**config.mk**
```make
export PLATFORM = sky130hd
export DESIGN_NAME = wb_port_arbiter
export DESIGN_NICKNAME = d
export VERILOG_FILES = /design/src/rtl/wb_port_arbiter.sv
export SDC_FILE = /design/constraint.sdc
export NUM_CORES = 1
export LEC_CHECK = 0
export ABC_CLOCK_PERIOD_IN_PS = 6600
export BUFFER_PORTS_ARGS = -buffer_cell sky130_fd_sc_hd__buf_2
export CORE_UTILIZATION = 45
export CTS_BUF_LIST = sky130_fd_sc_hd__clkbuf_2
export DETAILED_ROUTE_END_ITERATION = 8
export GPL_ROUTABILITY_DRIVEN = 1
export HOLD_SLACK_MARGIN = 0.1
export PLACE_DENSITY = 0.95
export SETUP_SLACK_MARGIN = 0.02
export SYNTH_ARGS = -nofsm -noshare
export SYNTH_HDL_FRONTEND = slang
export SYNTH_SLANG_ARGS = --single-unit
```
**constraint.sdc**
```tcl
create_clock -name Clk -period 6.6 [get_ports Clk]
set_clock_uncertainty 0.05 [all_clocks]
set_input_delay 0.33 -clock Clk [delete_from_list [all_inputs] [get_ports Clk]]
set_output_delay 0.33 -clock Clk [all_outputs]
set_load 0.005 [all_outputs]
```
**src/rtl/wb_port_arbiter.sv**
```systemverilog
// Round-robin arbiter for the shared register-file write port: picks one of four
// requesters per cycle and registers the winning write in a one-entry output slot.
module wb_port_arbiter #(
    parameter int DATA_W    = 32,
    parameter int ADDR_W    = 5,
    parameter bit DROP_ZERO = 1'b1
) (
    input  logic                  Clk,
    input  logic                  Reset,
    input  logic [3:0]            req_valid,
    input  logic [4*ADDR_W-1:0]   req_addr,
    input  logic [4*DATA_W-1:0]   req_data,
    output logic [3:0]            req_ready,
    output logic [1:0]            mux_sel,
    output logic                  out_valid,
    output logic [ADDR_W-1:0]     out_addr,
    output logic [DATA_W-1:0]     out_data,
    input  logic                  out_ready
);

    // First valid requester scanning upward from ptr, wrapping 3 -> 0.
    function automatic logic [1:0] rr_pick(input logic [3:0] valid, input logic [1:0] ptr);
        logic [1:0] pick;
        logic [1:0] idx;
        logic       found;
        pick  = ptr;
        found = 1'b0;
        for (int k = 0; k < 4; k++) begin
            idx = ptr + k[1:0];
            if (!found && valid[idx]) begin
                pick  = idx;
                found = 1'b1;
            end else begin
                found = found;
            end
        end
        return pick;
    endfunction

    logic                 out_valid_q, out_valid_d;
    logic [ADDR_W-1:0]    out_addr_q,  out_addr_d;
    logic [DATA_W-1:0]    out_data_q,  out_data_d;
    logic [1:0]           ptr_q,       ptr_d;
    logic [1:0]           last_sel_q,  last_sel_d;

    logic                 can_load_s;
    logic                 any_valid_s;
    logic                 transfer_s;
    logic [1:0]           grant_s;
    logic [ADDR_W-1:0]    win_addr_s;
    logic [DATA_W-1:0]    win_data_s;

    // Arbitration decision and the winner's address/data selection.
    always_comb begin
        can_load_s  = !out_valid_q || out_ready;
        any_valid_s = |req_valid;
        grant_s     = rr_pick(req_valid, ptr_q);
        transfer_s  = can_load_s && any_valid_s && !Reset;
        win_addr_s  = '0;
        win_data_s  = '0;
        for (int i = 0; i < 4; i++) begin
            if (grant_s == i[1:0]) begin
                win_addr_s = req_addr[ADDR_W*i +: ADDR_W];
                win_data_s = req_data[DATA_W*i +: DATA_W];
            end else begin
                win_addr_s = win_addr_s;
            end
        end
    end

    // Grant and external mux select; the out_ready -> req_ready path is combinational.
    always_comb begin
        if (transfer_s) begin
            req_ready = 4'b0001 << grant_s;
        end else begin
            req_ready = 4'b0000;
        end
        if (any_valid_s) begin
            mux_sel = grant_s;
        end else begin
            mux_sel = last_sel_q;
        end
    end

    // Next state of the output slot and round-robin pointer.
    always_comb begin
        out_valid_d = out_valid_q;
        out_addr_d  = out_addr_q;
        out_data_d  = out_data_q;
        ptr_d       = ptr_q;
        last_sel_d  = last_sel_q;
        if (transfer_s) begin
            out_addr_d  = win_addr_s;
            out_data_d  = win_data_s;
            ptr_d       = grant_s + 2'd1;
            last_sel_d  = grant_s;
            // Register 0 writes are acknowledged but leave the slot empty.
            out_valid_d = !(DROP_ZERO && (win_addr_s == '0));
        end else if (out_ready) begin
            out_valid_d = 1'b0;
        end else begin
            out_valid_d = out_valid_q;
        end
    end

    // State register with synchronous reset.
    always_ff @(posedge Clk) begin
        if (Reset) begin
            out_valid_q <= 1'b0;
            out_addr_q  <= '0;
            out_data_q  <= '0;
            ptr_q       <= 2'd0;
            last_sel_q  <= 2'd0;
        end else begin
            out_valid_q <= out_valid_d;
            out_addr_q  <= out_addr_d;
            out_data_q  <= out_data_d;
            ptr_q       <= ptr_d;
            last_sel_q  <= last_sel_d;
        end
    end

    assign out_valid = out_valid_q;
    assign out_addr  = out_addr_q;
    assign out_data  = out_data_q;

endmodule

```
# == Word-level counts from Yosys, hierarchy flattened ==
# Index checks and enable logic that the tools add are counted.
# op_classes
n_lt_le_gt_ge,4
n_eq_ne,3
n_mux,26
n_reduce_logical,16
add_sub_neg,4
n_shift,1
# op_table
cell,count
$mux W32,4
$mux W5,4
$lt A2 B3 Y1 const B,4
$mux W1,9
$bmux W1 S2,4
$mux W2,4
$logic_not A1 Y1,6
$logic_and A1 B1 Y1,5
$logic_not A5 Y1,1
$add A2 B1 Y2 const B,2
$add A2 B2 Y2 const B,2
$eq A2 B2 Y1 const B,2
$mux W4,1
$reduce_or A4 Y1,1
$shl A1 B2 Y4 const A,1
$eq A2 B1 Y1 const B,1
$logic_not A2 Y1,1
$reduce_bool A2 Y1,1
$logic_or A1 B1 Y1,1
# word_totals
output_inout_bits,44
in_bits,155
word_cells,59
regBits,42

# == Logic depth before layout (Yosys ltp) ==
# Gate-level depths: netlist of the first run.
# logic_depth
word_depth,20
ltp_mapped,11
mapped_depth_nobuf,9

# == Least setup slack after synthesis of the first run ==
# OpenSTA, ideal clock, no wires.
# synth_timing
kind,register -> register
start,reg ptr_q[1]
end,reg out_valid_q (netlist: out_valid)
path_slack_ns,4.173
arrival_time_ns,2.241
n_path_buf,1
stages_incl_launch_ff,11
required_ns,6.414
setup_time_ns,0.136
period_less_slack_ns,2.427
path_cell_list,dfxtp_1 > nor2_1 > a221o_1 > o22ai_1 > inv_1 > ha_1 > clkbuf_1 > or2_2 > a221oi_1 > o22a_1 > a41oi_1
# synth_via
elab_chain_len,20
elab_cells_between_ends,34
cone_classes,add/sub (3); eq/ne (3); mux (19); reduce/logical (9)
# synth_rtl
item,line,rtl
"start, declared",43,"logic [1:0] ptr_q, ptr_d;"
"start signal, assigned",118,ptr_q <= ptr_d;
"parallel branches: the longest is 11 deep, another holds $add A2 B1 Y2",n/a,
$mux W2 (*),30,if (!found && valid[idx]) begin
net grant_s[1],49,logic [1:0] grant_s;
$logic_not A2 Y1,62,if (grant_s == i[1:0]) begin
$mux W5 (3 in series),62,
$mux W5 (*),62,
$logic_not A5 Y1 (*),98,out_valid_d = !(DROP_ZERO && (win_addr_s == '0));
$logic_not A1 Y1 (*),98,
$mux W1 (*),92,if (transfer_s) begin
"end signal, assigned",115,out_valid_q <= out_valid_d;
"end, declared",40,"logic out_valid_q, out_valid_d;"
# Mark *: on every way through the listed nets, which the timed path passes. The select of a mux whose other input is x is not followed.
# A chain may end at the register's enable or synchronous reset.

# == Worst setup path in the final report of the first run ==
# layout_timing
start,reg ptr_q[0]
end,out req_ready[3]
# layout_via
elab_chain_len,14
elab_cells_between_ends,25
cone_classes,add/sub (3); shift (1); mux (15); reduce/logical (6)
# layout_rtl
item,line,rtl
"parallel branches: the longest is 11 deep, another holds $add A2 B1 Y2",n/a,
$mux W2 (*),30,
net grant_s[0],49,
$shl A1 B2 Y4 (*),74,req_ready = 4'b0001 << grant_s;
$mux W4 (*),73,if (transfer_s) begin
"end, declared",13,"output logic [3:0] req_ready,"
# Marks and branches as above.

==> reports/summary.md, run 1 <==
The launching element type of the critical path is a register. For the finished layout, the period the worst path requires is 3.80 ns. The number of rows in the core area is 27, and the clock insertion delay at the later pin of the skew report is 0.40 ns.

Of the synthesized area, sequential elements account for 31.9%. The run finished with clean final reports. The tools report the distinct cell type count of the synthesized netlist as 36. The fraction of layout instances using a drive strength above 1 was 49.7%. Cell repeated most along the worst path: inv_1.

Hold is met by 0.147 ns. The number of synthesized register bits is 42, and the final standard cell utilization of the core is 65.7%. The tools report the placeable core region as 0.00557 sq mm. The layout overhead on the synthesized area is 38.7%. The path class of the tightest hold or removal check is primary input to register.

The tools report the nature of the critical path endpoint as an output port. The repair_antennas step left the layout with diodes totalling 0. For the upper clock frequency limit, the log shows 263 MHz.

Counting every instance in the synthesized netlist gives 314. For the pin with the worst max-slew slack, the measured transition is 1.31 ns. Number of max-slew violations in the final report: 0. The clock transition at the registers of the reported paths was 0.22 ns. Broken down by cell family, the worst path's largest delay share belongs to buffers and inverters. The logs give 0 for the number of endpoints failing setup at the final stage and 2 for the number of levels the H-tree was split into. From bottom edge to top edge, the die measures 78.6 um. The signal arrival time at the worst endpoint was 3.42 ns. The routability congestion estimate was 0.799; the routed wire length per instance was 16.4 um. Leaving out fill and tap cells, the most frequent cell in the layout is buf_2. The power density over the cells is 352 mW/mm^2, and the total buffers and inverters traversed by the critical path is 3. The run gives 0 as the total count of hold-check failures in the final report. In the routed layout, each cell is associated on average with a via count of 6.07. After the first detailed-routing iteration, the DRC count stood at 210.

The final global-route overflow total was 0. Sorting the synthesized cells by area gives the leading types as dfxtp_1 (32%), a21oi_1 (14%), a221o_1 (13%), o211ai_1 (9.4%), a21oi_2 (7.6%). The worst setup path is of the register to output port kind. The master cell of the clock root buffer is clkbuf_2. Global routing consumed, over all layers together, 28.5% of the routing resources.

The first global-routing pass estimated 13.8 mm of wire. The tool flagged a number of max-cap violations equal to 0. Synthesis produced a netlist with a net count of 473.

IR analysis of the VDD net gives a maximum drop of 0.179 mV. The number of global-route vias before repair is 3,064, and the pin count of the biggest net entering global routing is 49. The number of DRC violations after detailed routing was 0. The number of standard cells in the final layout excluding fillers is 561. Summed over all layers, the routed wires come to 9.20 mm. Most area-hungry cell type in the Yosys netlist: dfxtp_1. During synthesis, Yosys emitted a total of 0 warnings. The library cells used most frequently in the layout, excluding fill and tap cells, are buf_2 (198), a21oi_1 (74), dfxtp_1 (42). Counting along the longest clock path gives a buffer depth of 2. The highest cell delay on the worst timing path works out to 0.77 ns. Clock tree synthesis found a total of 42 sinks.

For this run, the leading register cell type out of synthesis is dfxtp_1. The run gives 1.29 mW as the total power of the final layout. The count of buffers added on input and output ports is 198. For the fill cell instance count of the final layout, the log shows 479. In this run the static leakage power is 1.73 nW.

Walking the worst path, the cells encountered are nor2b_1 -> o21ai_0 -> nand3_1 -> inv_1 -> ha_2 -> inv_1 -> nor2_1 -> buf_2. After clock tree synthesis, the setup repair step added 0 buffers. The run gives 1 as the total of hold buffers inserted after clock tree synthesis. The number of clock buffers added by TritonCTS is 5. For this run, the detailed router's first-pass iteration total came to 4. TritonCTS built the clock tree. The post-DP HPWL was 6.62 mm.

Of all nets on the critical path, the largest fanout is 38. The count of boundary I/O pins was 199. At the worst endpoint, the required time is 6.22 ns. The synthesized design contains 0 enable-type register cells. The width of the die came out at 78.6 um.

The ratio of final minimum period to clock period is 57.6%, and the post-cts repair resize count is 0. Number of antenna violations at the first check in global routing: 0. Once detail routing completed, the nets flagged for antenna violations numbered 0. The initial core utilization came out at 47.3%. Dividing the synthesized area by the synthesized cell count gives 8.40 sq um.

Number of placed instances with taps included: 552. Of all flip-flops after synthesis, the portion carrying an async set or reset was 0%. At the end of the flow, the number of nets in the layout was 647. Summing over every cut layer, the via total after detailed routing is 3,405. Adding up every negative setup slack in the final design gives 0 ns. The share of the synthesized area in the top cell type works out to 31.9%.

For this design, the slowest cell found on the critical path is inv_1. In this run the cell area of the synthesized design comes to 0.00264 sq mm. The die covers 0.00617 sq mm. Measured against its own limit, the worst slew margin works out to 12.6%.

Setup repair after global routing left no endpoint under its margin.
[worst paths after layout]
kind	start	end	slack [ns]	cells after the start
max	ptr_q[0]	req_ready[3]	2.80	8
min	req_data[100]	out_data[4]	0.15	3
min reg2reg	out_addr[4]	out_addr[4]	0.43	2
max reg2reg	ptr_q[0]	out_addr[2]	3.08	9
[cell families (layout without fill, tap and decap cells)]
family / count (synthesis) / count (layout) / share of synthesized area, %
adder cells (fa/ha/maj): 4 / 4 / 1.90
AO/OA/AOI/OAI: 191 / 191 / 51.3
flip-flops: 42 / 42 / 31.9
AND/OR/NAND/NOR: 35 / 35 / 7.44
buffers and inverters: 42 / 217 / 7.49
[where the power goes]
group	total, mW	internal [mW]	switching [mW]
registers	0.382	0.335	0.0469
clock network	0.147	0.0629	0.0845
logic	0.758	0.341	0.416
[stage by stage]
step           setup slack, ns  area (sq um)
4_1_cts                   2.79          3660
5_1_grt                   2.49          3660
2_1_floorplan             4.17          2640
3_5_place_dp              2.95          3580
6_report                  2.80          3660
3_3_place_gp              3.12          3580
[flip-flops by register name, indices dropped and copies added (netlist names)]
name / cells
out_data: 32
ptr_q: 2
last_sel_q: 2
out_valid: 1
out_addr: 5
[cells in the mapped netlist (2+ instances only)]
| master | n |
|---|---|
| a21oi_2 | 23 |
| a21o_1 | 2 |
| a221o_1 | 33 |
| buf_6 | 2 |
| o211ai_1 | 33 |
| nor2b_1 | 6 |
| inv_1 | 5 |
| o22a_1 | 2 |
| nand3_1 | 3 |
| nor3_1 | 5 |
| a31o_2 | 4 |
| buf_2 | 11 |
| clkbuf_1 | 22 |
| and2_1 | 2 |
| dfxtp_1 | 42 |
| ha_1 | 4 |
| a221oi_1 | 4 |
| nand2_1 | 7 |
| o22ai_1 | 5 |
| a21oi_1 | 74 |
| o21ai_0 | 5 |
| nor2_1 | 6 |
[cell type report]
type	count	area, sq um	share of cell area [%]
multi-input combinational	230	1610	44.0
timing repair buffer	203	1030	28.2
sequential	42	841	23.0
tap	72	90.1	2.46
clock inverter	3	40.0	1.09
clock buffer	5	25.0	0.684
inverter	6	22.5	0.615
[layer usage]
| metal | vias to the layer above | track usage, % | routed length [um] |
|---|---|---|---|
| met2 | 221 | 51.7 | 4730 |
| met1 | 1579 | 32.7 | 3470 |
| met4 | 0 | 11.9 | 235 |
| met3 | 23 | 4.88 | 754 |
| met5 | - | 0 | 0 |
| li1 | 1582 | - | - |
[worst register-to-register path, cell delays in order, from the launching register on]
cell and delay, ns:
dfxtp_1 0.44, nor2b_1 0.08, o21ai_0 0.23, nand3_1 0.21
inv_1 0.15, ha_2 0.73, inv_1 0.78, o22ai_1 0.43
nor3_1 0.10, a31o_2 0.25
No activity file was read; power rests on OpenSTA's default activity.
==> inputs of run 2 (changes only) <==
--- a/config.mk
+++ b/config.mk
@@ -5,14 +5,14 @@
 export SDC_FILE = /design/constraint.sdc
 export NUM_CORES = 1
 export LEC_CHECK = 0
-export ABC_CLOCK_PERIOD_IN_PS = 6600
+export ABC_CLOCK_PERIOD_IN_PS = 3300
 export BUFFER_PORTS_ARGS = -buffer_cell sky130_fd_sc_hd__buf_2
-export CORE_UTILIZATION = 45
+export CORE_UTILIZATION = 38
 export CTS_BUF_LIST = sky130_fd_sc_hd__clkbuf_2
 export DETAILED_ROUTE_END_ITERATION = 8
 export GPL_ROUTABILITY_DRIVEN = 1
 export HOLD_SLACK_MARGIN = 0.1
-export PLACE_DENSITY = 0.95
+export PLACE_DENSITY = 0.9
 export SETUP_SLACK_MARGIN = 0.02
 export SYNTH_ARGS = -nofsm -noshare
 export SYNTH_HDL_FRONTEND = slang
==> constraint.sdc (replaced) <==
create_clock -name Clk -period 3.3 [get_ports Clk]
set_clock_uncertainty 0.05 [all_clocks]
set_input_delay 0.165 -clock Clk [delete_from_list [all_inputs] [get_ports Clk]]
set_output_delay 0.165 -clock Clk [all_outputs]
set_load 0.005 [all_outputs]
==> reports/summary.md, run 2 (synthesized netlist as in run 1, its figures left out) <==
Summed over all layers, the global routing overflow is 0. Global routing used 5.74% of the available met3 tracks. Shortest period the worst path allows: 3.12 ns.

The number of antenna violations at the first check in global routing came out at 0. Dividing the detail-routed wire length by the instance count gives 17.3 um. Clock-pin slew was measured on the worst setup and hold paths at 0.22 ns.

The tools report the master cell of the clock root buffer as clkbuf_2. The run finished with clean final reports. Setup violations remaining at the end of the flow were counted as 0. TritonCTS built the clock tree. In this run the number of H-tree levels came out at 2. The library cell used most frequently in the layout, excluding fill and tap cells, is buf_2. Floorplan die area: 0.00728 sq mm.

In the routed design, unresolved DRC markers number 0. The worst hold-check path type was primary input to register. The number of global-route vias before repair is 3,702, and the total power of the final layout is 2.83 mW.

For the worst setup path, the data required time is 3.56 ns. The tools report the leakage power as 2.07 nW. For this design the ratio of total power to cell area is 640 mW/mm^2. Using the TritonRoute via totals, the vias-per-cell ratio works out to 5.87.

The floorplan step defined a core boundary enclosing 0.00676 sq mm. The wire length of the first global-routing pass was 16.9 mm; the final setup TNS was 0 ns. The total count of hold-check failures in the final report was 0; the fraction of layout instances using a drive strength above 1 was 45.4%. Across every metal layer, demand over resource in global routing totals 29.4%. The routed design has 11.3 mm of wire. The initial utilization of the core area, before any placement, comes to 39.1%. In the finished design, the share of the clock period the worst path needs comes to 94.6%. The tree built by TritonCTS fans out to 42 sinks. Counting the buffers created by CTS gives 5. For met2 alone, demand over resource in global routing was 53.9%. For this run, the top clock speed supported by timing is 320 MHz. Number of maximum-capacitance violations: 0.

199 I/O pins were placed. The remaining number of nets flagged by the antenna check after routing is 0, and the final net count is 728. The number of design-rule violations left by the first detailed-router iteration is 223. The filler cells instantiated in the layout total 565. For the signal arrival time at the worst endpoint, the log shows 3.38 ns. Row generation in the floorplan step produced 30 rows.

After legalization and detailed placement, the total HPWL measured 7.32 mm. The layer flagged by global routing as most heavily used is met2. Buffers placed on the I/O ports in this run total 198.

For this run, the share of the core covered by cells in the final layout is 65.4%. Along the worst path, the maximum fanout reaches 15. In this run the tightest slew margin relative to its limit is 19.8%. The register with the most flip-flops in the layout has 32 of them.

The worst setup path is captured at a register. The critical setup path kind was register to register. The first-pass iteration count of the detailed router is 7, and the global-route track usage on met1 is 32.9%. The tools report the clock insertion delay at the later pin of the skew report as 0.40 ns. Routability-driven placement finished with a final weighted congestion of 0.904. The floorplan step set the die width to 85.3 um.

Entering global routing, the biggest net connects 49 pins. The worst ir drop on vdd is 0.347 mV, and the via count of the routed design is 3,814. In this run the vertical extent of the chip is 85.3 um. At the pin with the least slew margin, the transition time is 1.20 ns.

The clock tree buffer depth was 2; the layout overhead on the synthesized area was 67.6%. The run gives 0 as the number of max-slew violations in the final report. The library cells used most frequently in the layout, excluding fill and tap cells, are buf_2 (198), a21oi_1 (74), dlygate4sd3_1 (67). The worst setup path is launched from a register. The repair_antennas step left the layout with diodes totalling 0. Setup repair after global routing left no endpoint under its margin.
run 2: cell count changes in the layout (fill, tap and decap cells not counted), sizes merged:
cell and delta:
clkbuf +1, clkinv -1, inv -1, dlygate4sd3 +66, clkinvlp +3, bufinv -1, buf +14
run 2: layout make-up:
| type | instances | area (sq um) | share of cell area [%] |
|---|---|---|---|
| Timing Repair Buffer | 283 | 1800 | 40.6 |
| Clock buffer | 6 | 30.0 | 0.679 |
| Multi-Input combinational cell | 230 | 1610 | 36.4 |
| Timing Repair inverter | 1 | 5.00 | 0.113 |
| Inverter | 6 | 30.0 | 0.679 |
| Sequential cell | 42 | 841 | 19.0 |
| Clock inverter | 2 | 8.76 | 0.198 |
| Tap cell | 80 | 100 | 2.26 |
run 2: worst paths after layout:
check,from,end,slack [ns],cells after the start
min,req_addr[14],out_addr[4],0.13,4
max reg2reg,ptr_q[1],out_data[15],0.18,10
max,ptr_q[1],out_data[15],0.18,10
min reg2reg,last_sel_q[0],last_sel_q[0],0.42,2
run 2: per-layer routing:
layer  vias to the layer above  wire length (um)
met2                       241              5700
li1                       1746                 -
met3                        45               820
met4                         0               418
met5                         -                 0
met1                      1782              4320
run 2: stage by stage:
stage	std cells	worst slack, ns	hold slack, ns	instance area, sq um
after floorplan	314	0.873	0.184	2640
after global placement	567	0.626	0.357	3650
after detailed placement	567	0.552	0.366	3650
after CTS	642	0.0635	0.117	4360
after global routing	650	0.0415	0.128	4420
final	650	0.177	0.126	4420
run 2: power by group:
group	switching (mW)	leakage, nW	total [mW]	internal (mW)
clock	0.172	0.0304	0.224	0.0522
sequential	0.0932	0.352	0.764	0.671
combinational	0.926	1.69	1.84	0.917
run 2: timing repair:
item,CTS,global route
hold buffers,67,0
setup buffers,0,7
hold endpoints to repair,35,0
endpoints found under the setup margin,0,28
gates resized for setup,0,2
run 2: critical path, stage by stage (launching register included):
cell           delay (ns)
dfxtp_1              0.46
nor2_1               0.07
a221o_1              0.28
o22ai_1              0.34
inv_1                0.14
ha_1                 0.32
buf_4                0.24
a221o_1              0.29
o211ai_1             0.11
a21oi_1              0.11
dlygate4sd3_1        0.59
